## src/rtl/arb_pkg.sv

```systemverilog
// Shared definitions for the round-robin channel arbiter and its select path.
package arb_pkg;

   typedef enum logic {SCAN = 1'b0, LOCK = 1'b1} arb_state_t;

   // ceil(log2 n), never below 1; valid for n up to 128
   function automatic int bit_length(input int n);
      int r;
      r = 1;
      for (int i = 1; i < 8; i++) begin
         if ((1 << i) < n) r = i + 1;
      end
      return r;
   endfunction

endpackage

```

## src/rtl/multiplexer.sv

```systemverilog
// N-to-1 word multiplexer; an out-of-range select yields zero.
module multiplexer
   import arb_pkg::*;
#(
   parameter int N = 5,
   parameter int M = 4,
   localparam int SEL_W = bit_length(N)
) (
   input  logic [N-1:0][M-1:0] i_channels,
   input  logic [SEL_W-1:0]    i_sel,
   output logic [M-1:0]        o_data
);

   always_comb begin
      o_data = '0;
      for (int i = 0; i < N; i++) begin
         if (i_sel == SEL_W'(i)) o_data = i_channels[i];
      end
   end

endmodule

```

## src/rtl/rr_channel_arbiter.sv

```systemverilog
// Round-robin arbiter with optional burst lock feeding one registered output word.
//
// state | meaning
// SCAN  | search from ptr for the first valid channel
// LOCK  | keep granting owner until BURST words or owner goes idle
module rr_channel_arbiter
   import arb_pkg::*;
#(
   parameter int N = 5,
   parameter int M = 4,
   parameter int BURST = 1,
   localparam int SEL_W = bit_length(N)
) (
   input  logic                 clk,
   input  logic                 rst,
   input  logic [N-1:0]         in_valid,
   input  logic [N-1:0][M-1:0]  in_data,
   output logic [N-1:0]         in_ready,
   output logic                 out_valid,
   output logic [M-1:0]         out_data,
   output logic [SEL_W-1:0]     out_sel,
   input  logic                 out_ready
);

   localparam int CNT_W = $clog2(BURST + 1);

   arb_state_t       r_state, w_state_nxt;
   logic [SEL_W-1:0] r_ptr, w_ptr_nxt;
   logic [SEL_W-1:0] r_owner, w_owner_nxt;
   logic [CNT_W-1:0] r_cnt, w_cnt_nxt;
   logic [SEL_W-1:0] w_grant;
   logic             w_load;
   logic [M-1:0]     w_mux_data;
   logic             r_out_valid;
   logic [M-1:0]     r_out_data;
   logic [SEL_W-1:0] r_out_sel;

   function automatic logic [SEL_W-1:0] inc_mod(input logic [SEL_W-1:0] x);
      return (x == SEL_W'(N - 1)) ? '0 : x + 1'b1;
   endfunction

   // first valid channel at or after start, wrapping at N
   function automatic logic [SEL_W-1:0] rr_search(input logic [N-1:0] v,
                                                  input logic [SEL_W-1:0] start);
      logic [SEL_W-1:0] idx;
      logic [SEL_W-1:0] g;
      logic             found;
      idx   = start;
      g     = start;
      found = 1'b0;
      for (int k = 0; k < N; k++) begin
         if (!found && v[idx]) begin
            g     = idx;
            found = 1'b1;
         end
         idx = inc_mod(idx);
      end
      return g;
   endfunction

   always_comb begin
      w_load      = (!r_out_valid || out_ready) && (|in_valid);
      w_grant     = '0;
      w_state_nxt = r_state;
      w_ptr_nxt   = r_ptr;
      w_owner_nxt = r_owner;
      w_cnt_nxt   = r_cnt;
      case (r_state)
         SCAN: begin
            w_grant = rr_search(in_valid, r_ptr);
            if (w_load) begin
               w_cnt_nxt = CNT_W'(1);
               if (BURST == 1) begin
                  w_ptr_nxt = inc_mod(w_grant);
               end else begin
                  w_owner_nxt = w_grant;
                  w_state_nxt = LOCK;
               end
            end
         end
         LOCK: begin
            if (in_valid[r_owner]) begin
               w_grant = r_owner;
               if (w_load) begin
                  w_cnt_nxt = r_cnt + 1'b1;
                  if (int'(r_cnt) + 1 >= BURST) begin
                     w_ptr_nxt   = inc_mod(r_owner);
                     w_state_nxt = SCAN;
                  end
               end
            end else if (|in_valid) begin
               // owner went idle: hand over in the same cycle, no bubble
               w_grant = rr_search(in_valid, inc_mod(r_owner));
               if (w_load) begin
                  w_cnt_nxt   = CNT_W'(1);
                  w_owner_nxt = w_grant;
               end
            end else begin
               w_ptr_nxt   = inc_mod(r_owner);
               w_state_nxt = SCAN;
            end
         end
         default: ;
      endcase
   end

   always_comb begin
      in_ready = '0;
      for (int i = 0; i < N; i++) begin
         in_ready[i] = w_load && !rst && (w_grant == SEL_W'(i));
      end
   end

   multiplexer #(.N(N), .M(M)) u_mux (
      .i_channels (in_data),
      .i_sel      (w_grant),
      .o_data     (w_mux_data)
   );

   always_ff @(posedge clk) begin
      if (rst) begin
         r_state <= SCAN;
         r_ptr   <= '0;
         r_owner <= '0;
         r_cnt   <= '0;
      end else begin
         r_state <= w_state_nxt;
         r_ptr   <= w_ptr_nxt;
         r_owner <= w_owner_nxt;
         r_cnt   <= w_cnt_nxt;
      end
   end

   always_ff @(posedge clk) begin
      if (rst) begin
         r_out_valid <= 1'b0;
         r_out_data  <= '0;
         r_out_sel   <= '0;
      end else if (w_load) begin
         r_out_valid <= 1'b1;
         r_out_data  <= w_mux_data;
         r_out_sel   <= w_grant;
      end else if (out_ready) begin
         r_out_valid <= 1'b0;
      end
   end

   assign out_valid = r_out_valid;
   assign out_data  = r_out_data;
   assign out_sel   = r_out_sel;

endmodule

```

## config.mk

```make
export PLATFORM = sky130hd
export DESIGN_NAME = rr_channel_arbiter
export DESIGN_NICKNAME = d
export VERILOG_FILES = /design/src/rtl/arb_pkg.sv /design/src/rtl/multiplexer.sv /design/src/rtl/rr_channel_arbiter.sv
export SDC_FILE = /design/constraint.sdc
export NUM_CORES = 1
export LEC_CHECK = 0
export ABC_CLOCK_PERIOD_IN_PS = 7140
export CAP_MARGIN = 10
export CORE_MARGIN = 8
export CORE_UTILIZATION = 50
export CTS_BUF_LIST = sky130_fd_sc_hd__clkbuf_16
export DETAILED_ROUTE_END_ITERATION = 7
export PLACE_DENSITY_LB_ADDON = 0.12
export SETUP_SLACK_MARGIN = 0.4
export SKIP_LAST_GASP = 1
export SLEW_MARGIN = 25
export SYNTH_ARGS = -nofsm -noshare
export SYNTH_HDL_FRONTEND = slang
export SYNTH_SLANG_ARGS = --single-unit
```

## constraint.sdc

```tcl
create_clock -name clk -period 7.14 [get_ports clk]
set_clock_uncertainty 0.1 [all_clocks]
set_input_delay 1.428 -clock clk [delete_from_list [all_inputs] [get_ports clk]]
set_output_delay 1.428 -clock clk [all_outputs]
set_load 0.02 [all_outputs]
```

# After elaboration in Yosys (flattened, before gate mapping)

Index checks and enable logic that the tools add are counted.
W data, S select, Z words.

Bits in registers: 16

$add $sub $neg: 12
Bitwise operators: 1
Magnitude comparators: 12
Equal/unequal tests: 22
Mux-type cells: 95
Reduce and logical (&&, ||, !) cells: 32

Operators by type and width:

| cell                  | count |
|---|---|
| $mux W3               | 30 |
| $mux W1               | 45 |
| $lt A3 B4 Y1 const B  | 11 |
| $bmux W1 S3           | 11 |
| $eq A3 B3 Y1 const B  | 11 |
| $add A3 B1 Y3 const B | 10 |
| $mux W4               | 5 |
| $logic_and A1 B1 Y1   | 15 |
| $pmux W3 S2           | 2 |
| $logic_not A1 Y1      | 10 |
| $reduce_and A4 Y1     | 2 |
| $eq A3 B2 Y1 const B  | 2 |
| $ne A3 B2 Y1 const B  | 2 |
| $reduce_or A5 Y1      | 1 |
| $ne A2 B1 Y1 const B  | 2 |
| $ne A2 B2 Y1 const B  | 2 |
| $pmux W1 S2           | 2 |
| $eq A3 B1 Y1 const B  | 1 |
| $logic_not A3 Y1      | 1 |
| $ne A3 B1 Y1 const B  | 1 |
| $ne A3 B3 Y1 const B  | 1 |
| $add A1 B1 Y2 const B | 1 |
| $ge A2 B1 Y1 const B  | 1 |
| $reduce_and A2 Y1     | 1 |
| 4 further kinds       | 4 |

# Depth between registers and ports, before layout

Depth in word-level cells: 38
Depth in mapped cells: 23
Gate-level depth less buffers: 22

# Hierarchy

Synthesis repeated with hierarchy kept, for this count alone.

Cells, all modules: 432
Area total of the unflattened synthesis: 3120.5 um^2

Modules (own cells, without submodules):

| module             | seq. area each (um^2) | area an instance (um^2) | times used | cells an instance |
|---|---|---|---|---|
| rr_channel_arbiter | 300.3                 | 2924.1                  | 1          | 404 |
| multiplexer        | 0.0                   | 196.4                   | 1          | 28 |

# Least setup slack after synthesis

Ideal clock, no wire load.

Path kind: register to output
From: reg r_owner[0]
To: out in_ready[4]
Data arrival time: 5.258 ns
Stages on the path, launching flop included: 22
Path buffers: 1
Path slack: 0.354 ns
Data required time: 5.612 ns
Cells stage by stage: dfxtp_1 -> clkbuf_1 -> inv_1 -> ha_1 -> a21oi_1 -> inv_1 -> ha_1 -> and3b_1 -> a311oi_1 -> inv_1 -> ha_1 -> nor2b_1 -> a221oi_1 -> o21ai_0 -> nand3_1 -> nand3_1 -> o21bai_2 -> mux2i_1 -> a31oi_1 -> a21oi_1 -> nor2_2 -> nor4b_4

Word-level cells in the longest chain between the ends: 34
Elaborated cells between the ends (all ways): 60
Classes of those cells: add/sub: 5; eq/ne: 6; mux: 40; reduce/logical: 9

Ends and longest elaborated chain:

| item                                                 | RTL line                  | text |
|---|---|---|
| from (decl)                                          | rr_channel_arbiter.sv:29  | `logic [SEL_W-1:0] r_owner, w_owner_nxt;` |
| from (signal assigned)                               | rr_channel_arbiter.sv:129 | `r_owner <= w_owner_nxt;` |
| $add A3 B1 Y3 / $eq A3 B3 Y1 (equally long branches) | rr_channel_arbiter.sv:39  | `return (x == SEL_W'(N - 1)) ? '0 : x + 1'b1;` |
| $mux W3                                              | rr_channel_arbiter.sv:39  |  |
| $bmux W1 S3                                          | rr_channel_arbiter.sv:52  | `if (!found && v[idx]) begin` |
| $mux W1 (implied by the code)                        | rr_channel_arbiter.sv:52  |  |
| $mux W1                                              | rr_channel_arbiter.sv:52  |  |
| $mux W1                                              | rr_channel_arbiter.sv:91  | `end else if (\|in_valid) begin` |
| $mux W1                                              | rr_channel_arbiter.sv:82  | `if (in_valid[r_owner]) begin` |
| $mux W1                                              | rr_channel_arbiter.sv:68  | `case (r_state)` |
| [18 not listed]                                      | -                         |  |
| $logic_not A1 Y1                                     | rr_channel_arbiter.sv:52  |  |
| $logic_and A1 B1 Y1                                  | rr_channel_arbiter.sv:52  |  |
| $mux W3                                              | rr_channel_arbiter.sv:52  |  |
| $mux W3                                              | rr_channel_arbiter.sv:91  |  |
| $mux W3 (*)                                          | rr_channel_arbiter.sv:82  |  |
| $pmux W3 S2 (*)                                      | rr_channel_arbiter.sv:68  |  |
| $eq A3 B3 Y1 (*)                                     | rr_channel_arbiter.sv:110 | `in_ready[i] = w_load && !rst && (w_grant == SEL_W'(i));` |
| $logic_and A1 B1 Y1 (*)                              | rr_channel_arbiter.sv:110 |  |
| to (decl)                                            | rr_channel_arbiter.sv:18  | `output logic [N-1:0] in_ready,` |

Every way passes the cells marked *; elsewhere a longest branch is shown, timed or not. The select of a mux whose other input is x is not followed.

# Final worst setup path

From: in in_valid[2]
To: out in_ready[4]

Word-level cells in the longest chain between the ends: 32
Elaborated cells between the ends (all ways): 79
Classes of those cells: eq/ne: 1; mux: 58; reduce/logical: 20

Ends and longest elaborated chain:

| item                          | RTL line                  | text |
|---|---|---|
| from (decl)                   | rr_channel_arbiter.sv:16  | `input logic [N-1:0] in_valid,` |
| $bmux W1 S3                   | rr_channel_arbiter.sv:52  |  |
| $mux W1 (implied by the code) | rr_channel_arbiter.sv:52  |  |
| $mux W1                       | rr_channel_arbiter.sv:52  |  |
| $mux W1                       | rr_channel_arbiter.sv:91  |  |
| $mux W1                       | rr_channel_arbiter.sv:82  |  |
| $mux W1                       | rr_channel_arbiter.sv:68  |  |
| $logic_not A1 Y1              | rr_channel_arbiter.sv:52  |  |
| $logic_and A1 B1 Y1           | rr_channel_arbiter.sv:52  |  |
| [16 not listed]               | -                         |  |
| $logic_not A1 Y1              | rr_channel_arbiter.sv:52  |  |
| $logic_and A1 B1 Y1           | rr_channel_arbiter.sv:52  |  |
| $mux W3                       | rr_channel_arbiter.sv:52  |  |
| $mux W3                       | rr_channel_arbiter.sv:91  |  |
| $mux W3                       | rr_channel_arbiter.sv:82  |  |
| $pmux W3 S2                   | rr_channel_arbiter.sv:68  |  |
| $eq A3 B3 Y1                  | rr_channel_arbiter.sv:110 |  |
| $logic_and A1 B1 Y1 (*)       | rr_channel_arbiter.sv:110 |  |

Marks and branches as above.

==> summary.md <==
| Metric | Value |
|---|---|
| Fill cells | `513` |
| Final-report setup violation count | `0` |
| Initial Utilization | `51.0%` |
| Cell Area, Placed | `3330 µm²` |
| CP max stage delay | `~0.73 ns` |
| GRT Residual Overflow | `0` |
| Layout area overhead | `25.7%` |
| Final Critical Period | `6.46 ns` |
| Hold Path Class | `reg -> reg` |
| CP Class | `in -> out` |
| Clock latency on the worst-skew pair | `between 0.2 and 0.25 ns` |
| R2R setup slack | `1.83 ns` |
| Clk sink count | `15` |
| Vias in the first global route | `between 2,000 and 3,000` |
| Synthesized area per cell | `7.52 µm²` |
| CTS clk-pin slew, worst paths | `0.05 ns` |
| PortBufs | `40` |
| Antenna Cells | `0` |
| H-tree depth | `1` |
| Pleak | `1.48 nW` |
| Crit end category | `output port` |
| RSZ-0062 raised after global routing | `false` |
| Cts hold-fix bufs | `0` |
| Most frequent CP cell | `mux2i_1` |
| Final Hold Vio Count | `0` |
| Final period utilization | `90.5%` |
| Mapped Cells | `between 300 and 400` |
| Predominant post-synthesis flop cell | `dfxtp_1` |
| I/O pin cnt | `41` |
| Final-report max-slew violation count | `0` |
| Share of layout cells above drive strength 1 | `16.5%` |
| Global-route wire length before repair | `about 14,000 µm` |
| Seq/Total Area, Yosys | `between 10% and 20%` |
| Pre-CTS WS | `0.295 ns` |
| Critical Path End | `in_ready[4]` |
| CP Data Required Time | `5.61 ns` |
| WP buf/inv | `3` |
| RR Startpoint | `r_ptr[1]` |
| GPL Wtd Cong | `just over 0.9` |
| Dpl cells | `483` |
| Crit start category | `input port` |
| Layout Utilization | `approximately 64%` |
| Final ANT Viol Nets | `0` |
| Hold path startpoint | `out_sel[0]` |
| Via count | `3,051` |
| Run status | `finished clean` |
| Clock buffer depth | `2` |
| Core Rows | `27` |
| DRC viols | `0` |
| Worst path depth | `13` |
| DIE HEIGHT | `between 90 and 100 µm` |
| Nets | `463` |
| WL/cell | `17.0 µm` |
| Fin cells | `490` |
| Setup TNS Final | `0 ns` |
| Drt via density | `a little over 6` |
| Post-Route WL | `8330 µm` |
| Synthesized area | `roughly 2800 µm²` |
| Max Freq | `0.155 GHz` |
| Die area | `8190 µm²` |
| Initial DRC Count | `216` |
| Critical path, cell by cell | `clkdlybuf4s50_1 -> inv_1 -> mux4_2 -> mux2i_1 -> a211oi_2 -> mux2i_1 -> nor2_1 -> a31oi_1 -> a31oi_2 -> a21oi_2 -> nor2_2 -> nor4b_4 -> dlymetal6s2s_1` |
| Initial antenna violation count | `0` |
| DPL Wire Length | `roughly 6400 µm` |
| PwrDens | `around 390 nW/µm²` |
| Worst path slowest cell | `clkdlybuf4s50_1` |
| Cell family with most CP delay | `multiplexers` |
| Netlist cell types | `76` |
| TritonCTS clock tree | `yes` |
| Number of synthesized flops with an enable pin | `0` |
| Top cell types by occurrence after synthesis | `30 x nor2_1, 26 x mux2i_1, 23 x inv_1, 23 x nand2_1, 22 x a21oi_1` |
| Num CTS Buffers | `3` |
| Reg2reg path depth | `21` |
| First drt pass iteration count | `5` |
| Total power | `approximately 1.4 mW` |
| Max cap viols | `0` |
| Root buffer cell | `clkbuf_16` |
| GR Util All Layers | `19.1%` |
| Max_slew headroom | `42.0%` |
| Core ar. | `5440 µm²` |
| Hold_ws | `0.368 ns` |
| Asr flop ratio synth | `0%` |
| Yosys top cell area share | `10.8%` |
| Top-count cell post-synth | `nor2_1` |
| FF+latch count, synth | `15` |
| Cell type with the largest total area after synthesis | `dfxtp_1` |
| Origin of the worst setup path | `in_valid[2]` |
| Final worst setup slack | `a little under 0.7 ns` |
| Die width | `between 90 and 100 µm` |
| Max rail drop VDD | `around 280 µV` |
| FF-to-FF End | `out_data[3]` |
| Crit path arrival time | `4.94 ns` |
| Final instance area | `3490 µm²` |
| Crit Path Max Fanout | `10` |
| Syn_nets | `413` |
| Synth top area cells | `dfxtp_1 11%, mux2i_1 9.4%, ha_1 7.2%` |
| Yosys warns | `0` |
| Slew @ Worst Pin | `0.864 ns` |
| Largest net degree at the start of global routing | `25` |
[cells in the final DEF (no fill, tap or decap), drive strengths merged, types with 6 or more instances in the layout]
cell           Yosys  layout
ha                16      16
and2              10      10
nor2              31      31
mux2               6       6
o211ai             8       8
dfxtp             15      15
a221oi             7       7
nand3             14      14
mux2i             26      26
nor2b              9       9
nand2             24      24
or3                6       6
nor3              11      11
buf                8      23
a211oi            10      10
inv               24      25
o21ai             17      17
nand2b             9       9
a31oi              6       6
a21oi             22      22
clkdlybuf4s50      0      35
[state kept, by name, indices dropped and copies added, names as in the netlist]
name       cells
r_owner        3
out_data       4
out_valid      1
out_sel        3
r_state        1
r_ptr          3
[power breakdown]
part | total [mW] | leakage, nW | switching (mW) | internal, mW
combinational | 1.14 | 1.32 | 0.624 | 0.515
sequential | 0.124 | 0.124 | 0.0167 | 0.107
clock | 0.106 | 0.0423 | 0.0320 | 0.0740
total | 1.37 | 1.48 | 0.672 | 0.697
[layer usage]
layer  vias up  global-route usage (%)  wire length (µm)
met1      1418                    26.2              3940
met4         0                    4.72               105
li1       1510                       -                 -
met2       112                    29.9              3800
met3        11                    3.33               481
met5         -                       0                 0
[logic make-up (layout without fill, tap and decap cells)]
group / after synthesis / count (layout) / share of synthesized area [%]
simple gates: 140 / 140 / 28.1
fa+ha+maj: 16 / 16 / 7.21
mux: 34 / 34 / 13.7
buf+inv: 42 / 91 / 6.63
flops: 15 / 15 / 10.8
compound gates: 122 / 122 / 33.5
[worst reg2reg max path, cell delays in order (launching register included)]
cell	delay [ns]
dfxtp_2	0.40
inv_1	0.10
ha_1	0.33
inv_1	0.13
ha_1	0.19
o21ai_0	0.10
a22o_1	0.34
inv_2	0.19
ha_1	0.26
nor2_1	0.05
and3_1	0.23
or2_1	0.30
o311ai_4	0.38
a211oi_2	0.12
buf_4	0.16
o31ai_1	0.33
inv_1	0.17
a22oi_4	0.31
buf_4	0.24
mux2_2	0.36
o2bb2ai_1	0.15
a221o_1	0.26
[repair_timing]
action / in CTS / in global routing
pin swaps: 0 / 2
gates cloned: 0 / 0
resized for setup: 7 / 13
buffers inserted: 0 / 3
setup endpoints to repair: 5 / 5
[how the worst min path moves through the flow]
stage | end | slack, ns | depth (start not counted)
2_1_floorplan | out_sel[0] | 0.43 | 2
3_3_place_gp | out_sel[0] | 0.35 | 2
3_5_place_dp | out_sel[1] | 0.35 | 2
4_1_cts | out_sel[1] | 0.37 | 2
5_1_grt | out_sel[1] | 0.39 | 2
6_report | out_sel[0] | 0.37 | 2
[layout make-up]
type | count | area [µm²] | share of cell area [%]
Inverter | 24 | 90.1 | 2.58
Timing Repair Buffer | 63 | 571 | 16.4
Multi-Input combinational cell | 312 | 2360 | 67.6
Clock inverter | 1 | 3.75 | 0.108
Sequential cell | 15 | 302 | 8.65
Tap cell | 72 | 90.1 | 2.58
Clock buffer | 3 | 75.1 | 2.15
(Power assumes the default switching activity.)
